--- config.mk ---
export PLATFORM = sky130hd
export DESIGN_NAME = gpr_access_arbiter
export DESIGN_NICKNAME = d
export VERILOG_FILES = /design/src/rtl/gpr_access_arbiter_pkg.sv /design/src/rtl/gpr_access_arbiter_rr_arbiter.sv /design/src/rtl/gpr_access_arbiter.sv
export SDC_FILE = /design/constraint.sdc
export NUM_CORES = 1
export LEC_CHECK = 0
export CAP_MARGIN = 30
export CORE_MARGIN = 2
export CORE_UTILIZATION = 25
export CTS_CLUSTER_DIAMETER = 60
export CTS_CLUSTER_SIZE = 8
export DETAILED_ROUTE_END_ITERATION = 16
export DONT_BUFFER_PORTS = 1
export PLACE_DENSITY = 0.45
export RECOVER_POWER = 25
export SLEW_MARGIN = 40
export SYNTH_ARGS = -nofsm -noshare
export SYNTH_HDL_FRONTEND = slang
export SYNTH_SLANG_ARGS = --single-unit
export TNS_END_PERCENT = 30
--- constraint.sdc ---
create_clock -name clk -period 2.7 [get_ports clk]
set_input_delay 0.54 -clock clk [delete_from_list [all_inputs] [get_ports clk]]
set_output_delay 0.54 -clock clk [all_outputs]
set_load 0.05 [all_outputs]
--- src/rtl/gpr_access_arbiter_pkg.sv ---
// Shared types and constants for the general-purpose register file access path.
package gpr_access_arbiter_pkg;

    localparam int unsigned GPR_NUM   = 8;
    localparam int unsigned GPR_W     = 8;
    localparam int unsigned GPR_SEL_W = 3;

    typedef enum logic {
        OP_READ  = 1'b0,
        OP_WRITE = 1'b1
    } gpr_op_e;

    typedef struct packed {
        gpr_op_e                op;
        logic [GPR_SEL_W-1:0]   reg_num;
        logic [GPR_W-1:0]       wdata;
    } gpr_req_t;

    // Assemble one requester's flattened port slices into a request record.
    function automatic gpr_req_t pack_req(
        input logic                 write,
        input logic [GPR_SEL_W-1:0] reg_num,
        input logic [GPR_W-1:0]     wdata
    );
        gpr_req_t r;
        r.op      = gpr_op_e'(write);
        r.reg_num = reg_num;
        r.wdata   = wdata;
        return r;
    endfunction

endpackage

--- src/rtl/gpr_access_arbiter_rr_arbiter.sv ---
// Generic round-robin arbiter: grants the first valid requester above ptr (mod NREQ).
module rr_arbiter #(
    parameter int unsigned NREQ = 2,
    parameter int unsigned IDW  = 1
) (
    input  logic [NREQ-1:0] valid,
    input  logic [IDW-1:0]  ptr,
    output logic [NREQ-1:0] grant,
    output logic [IDW-1:0]  grant_idx,
    output logic            any_grant
);

    logic [IDW-1:0] cand;

    // Search starts one past the last winner so the last winner has lowest priority.
    always_comb begin
        grant     = '0;
        grant_idx = '0;
        any_grant = 1'b0;
        cand      = '0;
        for (int unsigned k = 1; k <= NREQ; k++) begin
            cand = IDW'((32'(ptr) + k) % NREQ);
            if (!any_grant && valid[cand]) begin
                any_grant   = 1'b1;
                grant[cand] = 1'b1;
                grant_idx   = cand;
            end
        end
    end

endmodule

--- src/rtl/gpr_access_arbiter.sv ---
// Shares the single-port GPR file between NREQ requesters and routes read data back.
module gpr_access_arbiter
    import gpr_access_arbiter_pkg::*;
#(
    parameter int unsigned NREQ = 2,
    parameter int unsigned IDW  = 1
) (
    input  logic                      clk,
    input  logic                      rst_n,
    input  logic [NREQ-1:0]           req_valid,
    input  logic [NREQ-1:0]           req_write,
    input  logic [GPR_SEL_W*NREQ-1:0] req_reg,
    input  logic [GPR_W*NREQ-1:0]     req_wdata,
    output logic [NREQ-1:0]           req_ready,
    output logic [NREQ-1:0]           resp_valid,
    output logic [GPR_W-1:0]          resp_rdata,
    output logic                      gpr_read_en,
    output logic                      gpr_write_en,
    output logic [GPR_SEL_W-1:0]      gpr_reg_num,
    output logic [GPR_W-1:0]          gpr_write_data,
    input  logic [GPR_W-1:0]          gpr_read_data
);

    logic [NREQ-1:0] arb_valid;
    logic [NREQ-1:0] grant;
    logic [IDW-1:0]  grant_idx;
    logic            any_grant;

    logic [IDW-1:0]  rr_ptr_q, rr_ptr_d;
    logic            resp_vld_q, resp_vld_d;
    logic [IDW-1:0]  resp_id_q, resp_id_d;

    gpr_req_t        req_a [NREQ];
    gpr_req_t        req_sel;

    always_comb begin
        for (int unsigned i = 0; i < NREQ; i++) begin
            req_a[i] = pack_req(req_write[i],
                                req_reg[GPR_SEL_W*i +: GPR_SEL_W],
                                req_wdata[GPR_W*i +: GPR_W]);
        end
    end

    // Holding valids off during reset keeps every grant-derived output quiet.
    assign arb_valid = req_valid & {NREQ{rst_n}};

    rr_arbiter #(
        .NREQ (NREQ),
        .IDW  (IDW)
    ) u_rr_arbiter (
        .valid     (arb_valid),
        .ptr       (rr_ptr_q),
        .grant     (grant),
        .grant_idx (grant_idx),
        .any_grant (any_grant)
    );

    // Register file port driven straight from the winning request.
    always_comb begin
        req_ready      = grant;
        req_sel        = req_a[grant_idx];
        gpr_read_en    = 1'b0;
        gpr_write_en   = 1'b0;
        gpr_reg_num    = '0;
        gpr_write_data = '0;
        if (any_grant) begin
            gpr_read_en    = (req_sel.op == OP_READ);
            gpr_write_en   = (req_sel.op == OP_WRITE);
            gpr_reg_num    = req_sel.reg_num;
            gpr_write_data = req_sel.wdata;
        end
    end

    always_comb begin
        rr_ptr_d   = any_grant ? grant_idx : rr_ptr_q;
        resp_vld_d = gpr_read_en;
        resp_id_d  = grant_idx;
    end

    always_ff @(posedge clk or negedge rst_n) begin
        if (!rst_n) begin
            rr_ptr_q   <= IDW'(NREQ - 1);
            resp_vld_q <= 1'b0;
            resp_id_q  <= '0;
        end else begin
            rr_ptr_q   <= rr_ptr_d;
            resp_vld_q <= resp_vld_d;
            resp_id_q  <= resp_id_d;
        end
    end

    // Read data arrives from the register file one cycle after the grant.
    always_comb begin
        resp_valid = '0;
        for (int unsigned i = 0; i < NREQ; i++) begin
            if (resp_vld_q && (resp_id_q == IDW'(i))) begin
                resp_valid[i] = 1'b1;
            end
        end
        resp_rdata = resp_vld_q ? gpr_read_data : '0;
    end

endmodule

==> results_dict.tcl, run 1 <==
set metrics [dict create \
    p_leak_nw 0.298 \
    drt-initial-drc-count 5 \
    ys_warn_count 0 \
    cts_buffers 3 \
    dieArea_sq_um 2540 \
    path_clk_slew_ns 0.04 \
    port_buffers 0 \
    routedWlPerCell_um 12.4 \
    layout-drive-gt1-share 0.415 \
    cp-start-kind "flop" \
    die_x_um 50.4 \
    r2r_slack_ns 1.08 \
    via_per_inst 5.07 \
    cts_buffer_depth 2 \
    seq_area_sq_um 76.3 \
    antenna_found_initial 0 \
    fill_cells 223 \
    antenna_cells 0 \
    place_congestion 0.627 \
    synth_seq_cells 3 \
    start_util 0.269 \
    grt_use_total 0.103 \
    dp_hpwl_mm 1.06 \
    cts_tree "done" \
    clock.fmax_mhz 442 \
    worstPathMaxFanout 15 \
    fin_cells 109 \
    slew_violations 0 \
    syn-instance-count 67 \
    syn_area_sq_um 538 \
    hold_ws_ns 0.156 \
    totalWireLength_mm 1.36 \
    end_kind "output port" \
    maxCapViolCount 0 \
    period_share 0.838 \
    fin_ws_ns 0.437 \
    syn2layout_area_growth_pct 29.1 \
    multi_input_area_sq_um 424 \
    finalCriticalPeriod_ns 2.26 \
    grt_pass1_wl_mm 2.00 \
    synthDistinctLibCells 17 \
    h-tree-depth 1 \
    cp.required_ns 2.16 \
    status "finished, final reports clean" \
    peakVddDrop_mv 0.254 \
    cts-resized-gates 0 \
    min_path_type "in -> async" \
    power_density_nw_per_um2 478 \
    syn_avg_cell_area_sq_um 8.03 \
    synth_fp_nets 103 \
    cts_root_buffer "clkbuf_4" \
    ioPinCount 61 \
    dieHeight_um 50.4 \
    drc 0 \
    cts_sinks 3 \
    first_global_vias 473 \
    core_sq_um 2000 \
    arrival_ns 1.72 \
    postRouteAntennaNets 0 \
    dp_cells 104 \
    worstSetupPathType "reg -> out" \
    nets 119 \
    finalHoldViolCount 0 \
    setup_viol 0 \
    grt_start_max_net_pins 32 \
    gr-total-overflow 0 \
    synth-seq-area-share 0.142 \
    place_ws_ns 0.546 \
    fin_setup_tns_ns 0 \
    vias 553 \
    power.total_w 0.000332 \
    rows 16 \
    max_slew_margin 0.567 \
    tightestPinTransition_ns 0.649 \
    clkLatencyLatePin_ns 0.23 \
    drt_pass1_iterations 4 \
    rsz0062_at_grt "no" \
    clock_skew_ns 0.000806 \
]
routing by layer:
layer | part of all wire | vias to the layer above | track usage
li1 | - | 266 | -
met1 | 0.40 | 241 | 0.125
met2 | 0.46 | 44 | 0.149
met3 | 0.13 | 2 | 0.0506
met4 | 0.0088 | 0 | 0.0541
met5 | 0 | - | 0
Yosys cell counts (all sizes together):
| master | instances | area [sq um] |
|---|---|---|
| a21bo | 1 | 10.0 |
| a22o | 1 | 8.76 |
| and2 | 9 | 56.3 |
| buf | 6 | 57.6 |
| dfrtp | 2 | 50.1 |
| dfstp | 1 | 26.3 |
| inv | 2 | 7.50 |
| nand2 | 25 | 93.8 |
| nand2b | 2 | 12.5 |
| nor2 | 3 | 11.3 |
| nor2b | 2 | 15.0 |
| o32ai | 13 | 189 |
registers in the layout, summed over array words and instances, names as in the netlist:
| signal | count |
|---|---|
| resp_id_q | 1 |
| resp_vld_q | 1 |
| rr_ptr_q | 1 |
worst max-delay path: stages, from the launching register on:
cell and delay, ns:
dfstp_2 0.56, a21bo_1 0.54, o32ai_2 0.16, buf_4 0.22
timing repair:
action                    4_1_cts  5_1_grt
buffers inserted                0        0
hold buffers                    1        0
hold endpoints to repair        2        0
final cells by class:
class / count / share of cell area
inverters: 2 / 0.0108
flip-flops and latches: 3 / 0.110
well taps: 27 / 0.0486
multi-input cells: 56 / 0.611
clock buffers: 4 / 0.0378
repair buffers: 17 / 0.182
per-stage QoR:
stage                util  instance area, sq um
floorplan               -                   538
global placement    0.328                   657
detailed placement  0.328                   657
CTS                 0.346                   693
global route        0.347                   694
finish              0.347                   694
final timing paths:
kind / from / end / cells past startpoint
setup / recovery: rr_ptr_q / gpr_write_data[6] / 3
hold / removal: rst_n / rr_ptr_q / 0
setup reg to reg: rr_ptr_q / resp_vld_q / 3
hold reg to reg: rr_ptr_q / rr_ptr_q / 1
max in group asynchronous: rst_n / resp_vld_q / 1
min in group clk: rst_n / resp_id_q / 2
placed cells by master (no fill, tap or decap), drive strengths merged:
| master | instances |
|---|---|
| inv | 2 |
| dfstp | 1 |
| nor2b | 2 |
| a21bo | 1 |
| clkbuf | 5 |
| nand2 | 25 |
| nand2b | 2 |
| o32ai | 13 |
| buf | 15 |
| a22o | 1 |
| dfrtp | 2 |
| nor2 | 3 |
| and2 | 9 |
| dlygate4sd3 | 1 |
where the power goes:
group / switching [W] / internal, W
registers: 0.00000652 / 0.0000527
logic: 0.000138 / 0.0000565
clock network: 0.0000226 / 0.0000553
cell families after synthesis:
group                  after synthesis  synth area share
AOI/OAI and AO/OA                   15             0.386
buffers and inverters                8             0.121
DFF                                  3             0.142
and+or+nand+nor                     41             0.351
Note: power is estimated with default switching activity, not from simulation.
==> run 2, diff against run 1 <==
--- a/config.mk
+++ b/config.mk
@@ -12,7 +12,7 @@
 export CTS_CLUSTER_SIZE = 8
 export DETAILED_ROUTE_END_ITERATION = 16
 export DONT_BUFFER_PORTS = 1
-export PLACE_DENSITY = 0.45
+export PLACE_DENSITY = 0.47
 export RECOVER_POWER = 25
 export SLEW_MARGIN = 40
 export SYNTH_ARGS = -nofsm -noshare
==> constraint.sdc (replaced) <==
create_clock -name clk -period 1.84 [get_ports clk]
set_input_delay 0.368 -clock clk [delete_from_list [all_inputs] [get_ports clk]]
set_output_delay 0.368 -clock clk [all_outputs]
set_load 0.05 [all_outputs]
==> run 2 against run 1 <==
Sequential cell count unchanged; routed wire length up 31%; global-route usage up 1.4 points; worst hold slack better by 0.13 ns; non-clock buffer count up 7; clock-buffer cell count unchanged; combinational power up 120%; final cell count up 6.4%; largest cell class unchanged; critical endpoint is now gpr_reg_num[1].
==> results_dict.tcl, run 2 (synthesized netlist as in run 1, its figures left out) <==
set metrics [dict create \
    slew_violations 0 \
    multi_input_area_sq_um 577 \
    status "finished, final reports clean" \
    h-tree-depth 1 \
    layout-drive-gt1-share 0.483 \
    cts_buffer_depth 2 \
    worstSetupPathType "reg -> out" \
    cts_root_buffer "clkbuf_4" \
    drc 0 \
    totalWireLength_mm 1.78 \
    routedWlPerCell_um 15.4 \
    min_path_cells 2 \
    ioPinCount 61 \
    arrival_ns 1.47 \
    end_kind "output port" \
    first_global_vias 589 \
    grt_start_max_net_pins 31 \
    setup_viol 0 \
    min_to "resp_id_q" \
    gr-total-overflow 0 \
    min_path_type "in -> reg" \
    finalCriticalPeriod_ns 1.84 \
    clock.fmax_mhz 545 \
    r2r_slack_ns 0.58 \
    grt_use_total 0.118 \
    r2r-end "resp_vld_q" \
    cts_buffers 3 \
    via_per_inst 5.24 \
    top_regs "resp_id_q (1), resp_vld_q (1), rr_ptr_q (1)" \
    worstPathMaxFanout 7 \
    grt_pass1_wl_mm 2.33 \
    worstHoldStart "rst_n" \
    postRouteAntennaNets 0 \
    power_density_nw_per_um2 636 \
    antenna_found_initial 0 \
    syn2layout_area_growth_pct 84.9 \
    period_share 0.998 \
    place_congestion 0.631 \
    start_util 0.269 \
    dp_cells 106 \
    p_leak_nw 0.368 \
    dp_hpwl_mm 1.12 \
    tightestPinTransition_ns 0.607 \
    drt_pass1_iterations 3 \
    vias 608 \
    clkLatencyLatePin_ns 0.23 \
    rsz0062_at_grt "yes" \
    cp_cell_sequence "nor2b_4 > clkbuf_16 > o32ai_4 > buf_6" \
    slowest_delay_ns 0.56 \
    core_sq_um 2000 \
    final_cell_mix "nand2_1 (25), o32ai_4 (13), buf_6 (13)" \
    cp.required_ns 1.47 \
    reg2reg_depth 4 \
    port_buffers 0 \
    cts_tree "done" \
    rows 16 \
    cp-start-kind "flop" \
    die_x_um 50.4 \
    mostFrequentLayoutCell "nand2_1" \
    path_clk_slew_ns 0.04 \
    critPathSlowestCell "dfstp_2" \
    fin_cells 116 \
    fill_cells 207 \
    fin_setup_tns_ns 0 \
    seq_area_sq_um 76.3 \
    peakVddDrop_mv 0.314 \
    nets 126 \
    drt-initial-drc-count 5 \
    dieArea_sq_um 2540 \
    clock_skew_ns 0.00319 \
    cts_sinks 3 \
    finalHoldViolCount 0 \
    max_slew_margin 0.595 \
    power.total_w 0.000633 \
    antenna_cells 0 \
    dieHeight_um 50.4 \
    maxCapViolCount 0 \
    regToRegStartpoint "rr_ptr_q" \
]
-- run 2: cell type report --
type                       count  share of cell area
inverter                       2             0.00755
tap                           27              0.0340
clock buffer                   4              0.0264
multi-input combinational     56               0.580
sequential                     3              0.0767
timing repair buffer          24               0.275
-- run 2: critical path: cells and delay by family, from the launching register on --
family | cells | cell delay, ns
DFF | 1 | 0.56
buffers and inverters | 2 | 0.36
AOI/OAI and AO/OA | 1 | 0.25
and+or+nand+nor | 1 | 0.06
-- run 2: layer usage --
| layer | global-route usage | part of all wire |
|---|---|---|
| met5 | 0 | 0 |
| met4 | 0.0541 | 0.0067 |
| met3 | 0.0357 | 0.098 |
| met2 | 0.213 | 0.53 |
| met1 | 0.123 | 0.36 |
-- run 2: where the power goes --
group | internal, W | leakage, nW | switching [W] | total [W]
clock | 0.0000814 | 0.0150 | 0.0000361 | 0.000117
combinational | 0.000169 | 0.317 | 0.000260 | 0.000429
sequential | 0.0000773 | 0.0368 | 0.00000938 | 0.0000867
-- run 2: stage by stage --
stage	cell area, sq um	utilization	setup slack (ns)	hold WS (ns)
finish	995	0.497	0.00379	0.283
global route	995	0.497	-0.0490	0.270
CTS	788	0.394	-0.0114	0.264
detailed placement	697	0.348	0.244	0.0732
global placement	697	0.348	0.263	0.0732
floorplan	546	-	-0.390	0.0724
-- run 2: what timing repair did --
item,4_1_cts,5_1_grt
setup buffers,0,4
gates cloned,0,1
endpoints found under the setup margin,9,13
pin swaps,0,13
hold buffers,1,0
hold endpoints to repair,3,0
resized for setup,14,14
-- run 2: how the worst max path moves through the flow --
stage                        start        endpoint  slack [ns]  cells after the start
after global routing      rr_ptr_q  gpr_reg_num[1]       -0.05                      4
after global placement    rr_ptr_q  gpr_reg_num[1]        0.26                      4
after CTS                 rr_ptr_q     gpr_read_en       -0.01                      4
final                     rr_ptr_q  gpr_reg_num[1]       0.004                      4
after detailed placement  rr_ptr_q     gpr_read_en        0.24                      4
after floorplan           rr_ptr_q  gpr_reg_num[2]       -0.39                      2
